`src/rtl/hs_latency_monitor.sv`:
```
// rtl/hs_latency_monitor.sv - multi-channel req/ack latency and protocol monitor
module hs_latency_monitor #(
  parameter int NUM_CH  = 4,
  parameter int MIN_LAT = 1,
  parameter int MAX_LAT = 8,
  parameter int LAT_W   = 4,
  parameter int CNT_W   = 16
) (
  input  logic                    clk,
  input  logic                    rst_n,
  input  logic                    en,
  input  logic                    clr,
  input  logic [NUM_CH-1:0]       req,
  input  logic [NUM_CH-1:0]       ack,
  output logic [NUM_CH-1:0]       busy,
  output logic [NUM_CH-1:0]       lat_valid,
  output logic [NUM_CH*LAT_W-1:0] lat_val,
  output logic [NUM_CH-1:0]       err_early,
  output logic [NUM_CH-1:0]       err_timeout,
  output logic [NUM_CH-1:0]       err_proto,
  output logic [CNT_W-1:0]        ok_cnt,
  output logic [CNT_W-1:0]        err_cnt
);

  // Up to three error events per channel can land in one cycle.
  localparam int INC_W = $clog2(3 * NUM_CH + 1);
  localparam int SUM_W = ((CNT_W > INC_W) ? CNT_W : INC_W) + 1;
  localparam logic [LAT_W-1:0] MIN_L = LAT_W'(MIN_LAT);
  localparam logic [LAT_W-1:0] MAX_L = LAT_W'(MAX_LAT);
  localparam logic [SUM_W-1:0] CNT_MAX = {{(SUM_W - CNT_W){1'b0}}, {CNT_W{1'b1}}};

  typedef enum logic {
    ST_IDLE = 1'b0,
    ST_WAIT = 1'b1
  } state_t;

  state_t           state_q [NUM_CH];
  state_t           state_d [NUM_CH];
  logic [LAT_W-1:0] lc_q    [NUM_CH];
  logic [LAT_W-1:0] lc_d    [NUM_CH];
  logic [LAT_W-1:0] done_l  [NUM_CH];

  logic [NUM_CH-1:0] req_q;
  logic [NUM_CH-1:0] ack_q;
  logic [NUM_CH-1:0] rr;
  logic [NUM_CH-1:0] ar;
  logic [NUM_CH-1:0] done;
  logic [NUM_CH-1:0] ev_early;
  logic [NUM_CH-1:0] ev_tmo;
  logic [NUM_CH-1:0] ev_proto;
  logic [NUM_CH-1:0] ev_ok;
  logic [INC_W-1:0]  err_inc;
  logic [INC_W-1:0]  ok_inc;

  function automatic logic [CNT_W-1:0] sat_add(input logic [CNT_W-1:0] cnt,
                                               input logic [INC_W-1:0] inc);
    logic [SUM_W-1:0] s;
    s = SUM_W'(cnt) + SUM_W'(inc);
    return (s > CNT_MAX) ? {CNT_W{1'b1}} : s[CNT_W-1:0];
  endfunction

  assign rr = req & ~req_q;
  assign ar = ack & ~ack_q;

  // Per-channel handshake FSM next state, completion and error event decode.
  always_comb begin
    err_inc  = '0;
    ok_inc   = '0;
    done     = '0;
    ev_early = '0;
    ev_tmo   = '0;
    ev_proto = '0;
    ev_ok    = '0;
    for (int i = 0; i < NUM_CH; i++) begin
      state_d[i] = state_q[i];
      lc_d[i]    = lc_q[i];
      done_l[i]  = '0;
      if (!en) begin
        state_d[i] = ST_IDLE;
        lc_d[i]    = '0;
      end else begin
        case (state_q[i])
          ST_IDLE: begin
            if (rr[i] && ar[i]) begin
              done[i]   = 1'b1;
              done_l[i] = '0;
            end else if (rr[i]) begin
              state_d[i] = ST_WAIT;
              lc_d[i]    = LAT_W'(1);
            end else if (ar[i]) begin
              ev_proto[i] = 1'b1;
            end
          end
          ST_WAIT: begin
            if (ar[i]) begin
              // A req re-rise coinciding with the ack rise is ignored.
              done[i]    = 1'b1;
              done_l[i]  = lc_q[i];
              state_d[i] = ST_IDLE;
              lc_d[i]    = '0;
            end else begin
              // A second req rise is flagged but does not restart timing.
              if (rr[i]) ev_proto[i] = 1'b1;
              if (lc_q[i] == MAX_L) begin
                ev_tmo[i]  = 1'b1;
                state_d[i] = ST_IDLE;
                lc_d[i]    = '0;
              end else begin
                lc_d[i] = lc_q[i] + LAT_W'(1);
              end
            end
          end
          default: begin
            state_d[i] = ST_IDLE;
            lc_d[i]    = '0;
          end
        endcase
      end
      ev_early[i] = done[i] && (done_l[i] < MIN_L);
      ev_ok[i]    = done[i] && !ev_early[i];
      err_inc     = err_inc + INC_W'(ev_early[i]) + INC_W'(ev_tmo[i]) + INC_W'(ev_proto[i]);
      ok_inc      = ok_inc + INC_W'(ev_ok[i]);
    end
  end

  // busy comes straight from the state register.
  always_comb begin
    busy = '0;
    for (int i = 0; i < NUM_CH; i++) begin
      busy[i] = (state_q[i] == ST_WAIT);
    end
  end

  // Edge-detect history, channel state and completion reporting.
  always_ff @(posedge clk or negedge rst_n) begin
    if (!rst_n) begin
      req_q     <= '0;
      ack_q     <= '0;
      lat_valid <= '0;
      lat_val   <= '0;
      for (int i = 0; i < NUM_CH; i++) begin
        state_q[i] <= ST_IDLE;
        lc_q[i]    <= '0;
      end
    end else begin
      req_q     <= req;
      ack_q     <= ack;
      lat_valid <= done;
      for (int i = 0; i < NUM_CH; i++) begin
        state_q[i] <= state_d[i];
        lc_q[i]    <= lc_d[i];
        if (done[i]) lat_val[i*LAT_W +: LAT_W] <= done_l[i];
      end
    end
  end

  // Sticky error flags and saturating counters; clr overrides new events.
  always_ff @(posedge clk or negedge rst_n) begin
    if (!rst_n) begin
      err_early   <= '0;
      err_timeout <= '0;
      err_proto   <= '0;
      ok_cnt      <= '0;
      err_cnt     <= '0;
    end else if (clr) begin
      err_early   <= '0;
      err_timeout <= '0;
      err_proto   <= '0;
      ok_cnt      <= '0;
      err_cnt     <= '0;
    end else begin
      err_early   <= err_early | ev_early;
      err_timeout <= err_timeout | ev_tmo;
      err_proto   <= err_proto | ev_proto;
      ok_cnt      <= sat_add(ok_cnt, ok_inc);
      err_cnt     <= sat_add(err_cnt, err_inc);
    end
  end

endmodule
```
`config.mk`:
```
export PLATFORM = sky130hd
export DESIGN_NAME = hs_latency_monitor
export DESIGN_NICKNAME = d
export VERILOG_FILES = /design/src/rtl/hs_latency_monitor.sv
export SDC_FILE = /design/constraint.sdc
export NUM_CORES = 1
export LEC_CHECK = 0
export CAP_MARGIN = 20
export CORE_UTILIZATION = 50
export DETAILED_ROUTE_END_ITERATION = 16
export GPL_ROUTABILITY_DRIVEN = 0
export PLACE_DENSITY = 0.76
export SKIP_CTS_REPAIR_TIMING = 1
export SYNTH_ARGS = -nofsm -noshare
export SYNTH_HDL_FRONTEND = slang
export SYNTH_SLANG_ARGS = --single-unit
```
`constraint.sdc`:
```
create_clock -name clk -period 9.92 [get_ports clk]
set_input_delay 0.992 -clock clk [delete_from_list [all_inputs] [get_ports clk]]
set_output_delay 0.992 -clock clk [all_outputs]
set_load 0.02 [all_outputs]
```
# Word-level counts from Yosys, hierarchy flattened
# Cells that the tools add are included.
dict set report classes {
  add_sub_neg 20
  magnitude_cmp 6
  eq_ne 12
  n_mux 119
  n_bitwise 11
  reduce_logical 20
}
# operator count
set op_table {}
lappend op_table {{2-to-1 mux 4 bit} 31}
lappend op_table {{2-to-1 mux 1 bit} 64}
lappend op_table {{2-to-1 mux 16 bit} 4}
lappend op_table {{one-hot mux 4 bit (2 select lines)} 8}
lappend op_table {{adder 16 x 4 -> 17 bit} 2}
lappend op_table {{> comparator 17 x 16 -> 1 bit (second input constant)} 2}
lappend op_table {{adder 4 x 1 -> 4 bit} 8}
lappend op_table {{!= test 3 bit (second input constant)} 8}
lappend op_table {{one-hot mux 1 bit (2 select lines)} 12}
lappend op_table {{adder 4 x 1 -> 4 bit (second input constant)} 4}
lappend op_table {{== test 4 bit (second input constant)} 4}
lappend op_table {{< comparator 4 x 1 -> 1 bit (second input constant)} 4}
lappend op_table {{logical AND 1 bit} 12}
lappend op_table {{bitwise OR 4 bit} 3}
lappend op_table {{adder 3 x 1 -> 4 bit} 2}
lappend op_table {{bitwise AND 4 bit} 2}
lappend op_table {{NOT 4 bit} 2}
lappend op_table {{AND reduction 2 bit} 4}
lappend op_table {{adder 2 x 1 -> 3 bit} 2}
lappend op_table {{adder 1 x 1 -> 2 bit} 2}
lappend op_table {{zero test 1 bit} 4}
lappend op_table {{NOT 1 bit} 4}
dict set report word_totals {
  ff_bits 92
  inputBits 12
  out_inout_bits 68
}

# Depth between registers and ports, before layout
dict set report logic_depth {
  ltp_word 22
  mapped_depth 18
  depth_no_buf 18
}

# Worst setup path after synthesis
# No wires, ideal clock.
dict set report synth_path {
  kind {input -> register}
  startpoint {input port en}
  endpoint {register err_cnt[11]}
  setup_time_ns 0.136
  arrival_ns 5.380
  t_required_ns 9.784
  setup_slack_ns 4.404
  path_stages 17
  n_path_buf 1
  path_cell_list {clkbuf_1 > nand2_1 > nor2_1 > nand2_1 > fa_1 > fa_1 > fa_1 > fa_1 > inv_1 > fa_1 > inv_1 > fa_1 > nor2b_1 > o31a_1 > o211ai_1 > and4_1 > nor3_1}
}
dict set report synth_between {
  elab_chain_len 18
  elab_cells_between_ends 39
  classes_between {add/sub (12); order compare (5); mux (18); reduce/logical (4)}
}
# element line_no
set synth_rtl {}
lappend synth_rtl {{start, declared} 11} ;# input logic en,
lappend synth_rtl {{2-to-1 mux 4 bit} 78} ;# if (!en) begin
lappend synth_rtl {{< comparator 4 x 1 -> 1 bit} 119} ;# ev_early[i] = done[i] && (done_l[i] < MIN_L);
lappend synth_rtl {{logical AND 1 bit} 119}
lappend synth_rtl {{adder 1 x 1 -> 2 bit} 121} ;# err_inc = err_inc + INC_W'(ev_early[i]) + INC_W'(ev_tmo[i]) + INC_W'(ev_proto[i]);
lappend synth_rtl {{adder 2 x 1 -> 3 bit} 121}
lappend synth_rtl {{adder 3 x 1 -> 4 bit} 121}
lappend synth_rtl {{adder 4 x 1 -> 4 bit (7 in series)} 121}
lappend synth_rtl {{adder 4 x 1 -> 4 bit *} 121}
lappend synth_rtl {{adder 16 x 4 -> 17 bit *} 58} ;# s = SUM_W'(cnt) + SUM_W'(inc);
lappend synth_rtl {{> comparator 17 x 16 -> 1 bit} 59} ;# return (s > CNT_MAX) ? {CNT_W{1'b1}} : s[CNT_W-1:0];
lappend synth_rtl {{2-to-1 mux 16 bit *} 59}
lappend synth_rtl {{2-to-1 mux 16 bit *} 165} ;# end else if (clr) begin
lappend synth_rtl {{end signal, assigned} 176} ;# err_cnt <= sat_add(err_cnt, err_inc);
lappend synth_rtl {{end, declared} 22} ;# output logic [CNT_W-1:0] err_cnt
# Mark *: on every way between the ends. The rest lies on a longest branch, timed or not.
# A chain may end at the register's enable or synchronous reset.

# Worst setup path in the final report
# Same ends and word-level chain as after synthesis.

==> results.cfg <==
[synthesis]
postSynthNetCount = 503
post_synth_instance_area_um2 = 4690
ys_warn_count = 0
synth-seq-cells = 92
synthFlopType = dfrtp_1
synth.lib_cells_used.distinct = 47
synth_edf_count = 0
number_of_instances_in_the_synthesized_netlist = 462
synth_seq_area_share_pct = 49.1
syn-mean-instance-area_um2 = 10.2
async_flop_share_pct = 100

[die]
initial_core_util_pct = 52.7
top_level_ports = 80
die_width_um = 98.8
fp.dieH_um = 98.8
core_region_area_um2 = 8890
die_area_um2 = 9770
std_cell_rows = 34

[cells_and_area]
fillCellCount = 708
ff_latch_area_um2 = 2300
drive_gt1_share_pct = 4.60
num-nets-final = 579
final_cell_area_um2 = 5780
num_antenna_cells = 0
areaGrowthSynthToFinish_pct = 23.2
total_area_of_multi_input_combinational_cells_um2 = 2210
layoutNonFillerInstCount = 651

[grt]
grtUsageTotal_pct = 22.8
grt_overflow_total = 0
grt_start_max_net_pins = 60
first_global_vias = 3654
grt_antenna_before_repair = 0
grt_pass1_wl_mm = 17.6

[clock_network]
cts.reportedPaths.clkPinSlew_ns = 0.09
clock-root-buffer = clkbuf_8
clkLatencyLatePin_ns = 0.35
cts_max_path_buffers = 2
clock_tree.htree_level_count = 3
numClockSinks = 92
cts_inserted_buffers = 9
tritoncts_clock_tree = built

[timing]
holdWs_ns = 0.502
fin_crit_ns = 6.52
timing.clock.skew_ns = 0.00656
slew_worst_pin_ns = 0.762
slew_headroom_pct = 49.0
setup-tns-final_ns = 0
rsz0062_at_grt = no
fin_ws_ns = 3.40
hold_violations_final = 0
setup_viol = 0
maxClockFrequency_ghz = 0.153
final_period_util_pct = 65.8
pins_over_slew_limit = 0

[power]
irDropWorstVdd_v = 0.0000714
powerDensity_nw_per_um2 = 133
power.static_leakage_nw = 2.54

[routing]
route.vias.total = 3761
drt_first_iter_violations = 207
avgRoutedWirePerCell_um = 15.8
first_pass_iteration_count_of_the_detailed_router = 4
detail_route.vias_per_cell = 5.78
remaining_drc_errors = 0
ant_nets = 0
routed_wirelength_mm = 10.3

[setup_path]
worstSetupEndpointType = flop
cp.required_ns = 10.14
critical_path.n_buffers_inverters = 4
path_cells = clkdlybuf4s50_1 -> o21ai_0 -> nand2b_1 -> nor2_1 -> fa_1 -> inv_1 -> fa_1 -> fa_1 -> fa_1 -> inv_1 -> fa_1 -> inv_1 -> fa_1 -> nor2b_1 -> o31a_1 -> o211ai_1 -> and4_1 -> nor3_1
critPathArrivalTime_ns = 6.75
critical_path.startpoint_type = input pin
critPathSlowestCell = clkdlybuf4s50_1
timing.setup.critical_path_class = input pin to flop
path_delay_family = adder cells
most_prevalent_standard_cell_on_the_critical_path = fa_1
slowest_delay_ns = 0.93
critical_path.max_fanout = 25

[place]
place_inst = 635
worst_slack_placed_ns = 3.01
port_buffers = 79
placedInstanceArea_um2 = 5550
dp_hpwl_mm = 7.42

[status]
status = finished, final reports clean

[flow_run]
drv_cap = 0

[hold_path]
min_path_type = flop to flop
[flip-flops by register name, summed over array words and instances (netlist names)]
signal       flops
err_cnt         16
lat_val         16
lc_q            16
ok_cnt          16
ack_q            4
busy             4
err_early        4
err_proto        4
err_timeout      4
lat_valid        4
req_q            4
[synth_stat cells, types with 6 or more instances]
cell	count	area share, %
a211oi_1	7	1.1
a21oi_1	34	3.6
a22o_1	16	3.0
a311oi_1	6	1.1
clkbuf_1	12	0.96
dfrtp_1	92	49
fa_1	11	4.7
ha_1	18	4.8
inv_1	28	2.2
nand2_1	28	2.2
nand2b_1	12	1.6
nand3_1	11	1.2
nand4_1	8	1.1
nor2_1	50	4.0
nor2b_1	11	1.5
nor3_1	12	1.3
nor3b_1	7	1.1
o21ai_0	25	2.7
xor2_1	10	1.9
[final timing paths]
path	from	slack, ns	to	cells after the start
max	en	3.40	err_cnt[11]	18
min	lat_val[12]	0.50	lat_val[12]	2
max reg2reg	lc_q[4]	4.49	err_cnt[11]	18
min reg2reg	lat_val[12]	0.50	lat_val[12]	2
max in group asynchronous	rst_n	8.28	ok_cnt[14]	2
min in group asynchronous	rst_n	0.56	lat_valid[1]	1
[cell usage in the layout, fill, tap and decap left out, types with 8 or more instances in the layout]
cell             count
a21oi_1             34
a22o_1              16
clkbuf_8             9
clkdlybuf4s50_1     78
dfrtp_1             92
fa_1                11
ha_1                18
inv_1               28
nand2_1             28
nand2b_1            12
nand3_1             11
nand4_1              8
nor2_1              50
nor2b_1             11
nor3_1              12
o21ai_0             25
xor2_1              10
[cell families (layout without fill, tap and decap cells)]
family	after synthesis	count (layout)	share of synthesized area, %
AND/OR/NAND/NOR	168	168	18.8
AO/OA/AOI/OAI	113	113	15.8
flip-flops	92	92	49.1
buffers and inverters	44	125	3.84
adder cells (fa/ha/maj)	29	29	9.50
XOR/XNOR	15	15	2.80
multiplexers	1	1	0.213
[metal layers]
layer	global-route usage, %	up-vias	wire, um
met5	0	-	0
met4	8.61	0	203
met3	4.61	17	623
met2	35.0	128	4750
met1	32.2	1819	4720
li1	-	1797	-
[final cells by class]
| type | count | area share, % |
|---|---|---|
| timing repair buffer | 81 | 13.9 |
| clock buffer | 9 | 2.14 |
| clock inverter | 7 | 1.71 |
| inverter | 28 | 1.82 |
| tap | 108 | 2.34 |
| multi-input combinational | 326 | 38.2 |
| sequential | 92 | 39.9 |
[power breakdown]
group	internal [mW]	switching, mW
sequential	0.385	0.0118
combinational	0.0385	0.0536
clock	0.144	0.136
[stage by stage]
stage / power, mW / utilization, %
final: 0.768 / 65.0
after global routing: 0.805 / 65.0
after CTS: 0.777 / 65.0
after detailed placement: 0.497 / 62.5
after global placement: 0.494 / 62.5
after floorplan: 0.454 / -
[worst min-delay path: cells and delay by family (launching register included)]
kind	cells	cell delay, ns
flops	1	0.36
simple gates	1	0.06
compound gates	1	0.06
(Power assumes the default switching activity.)
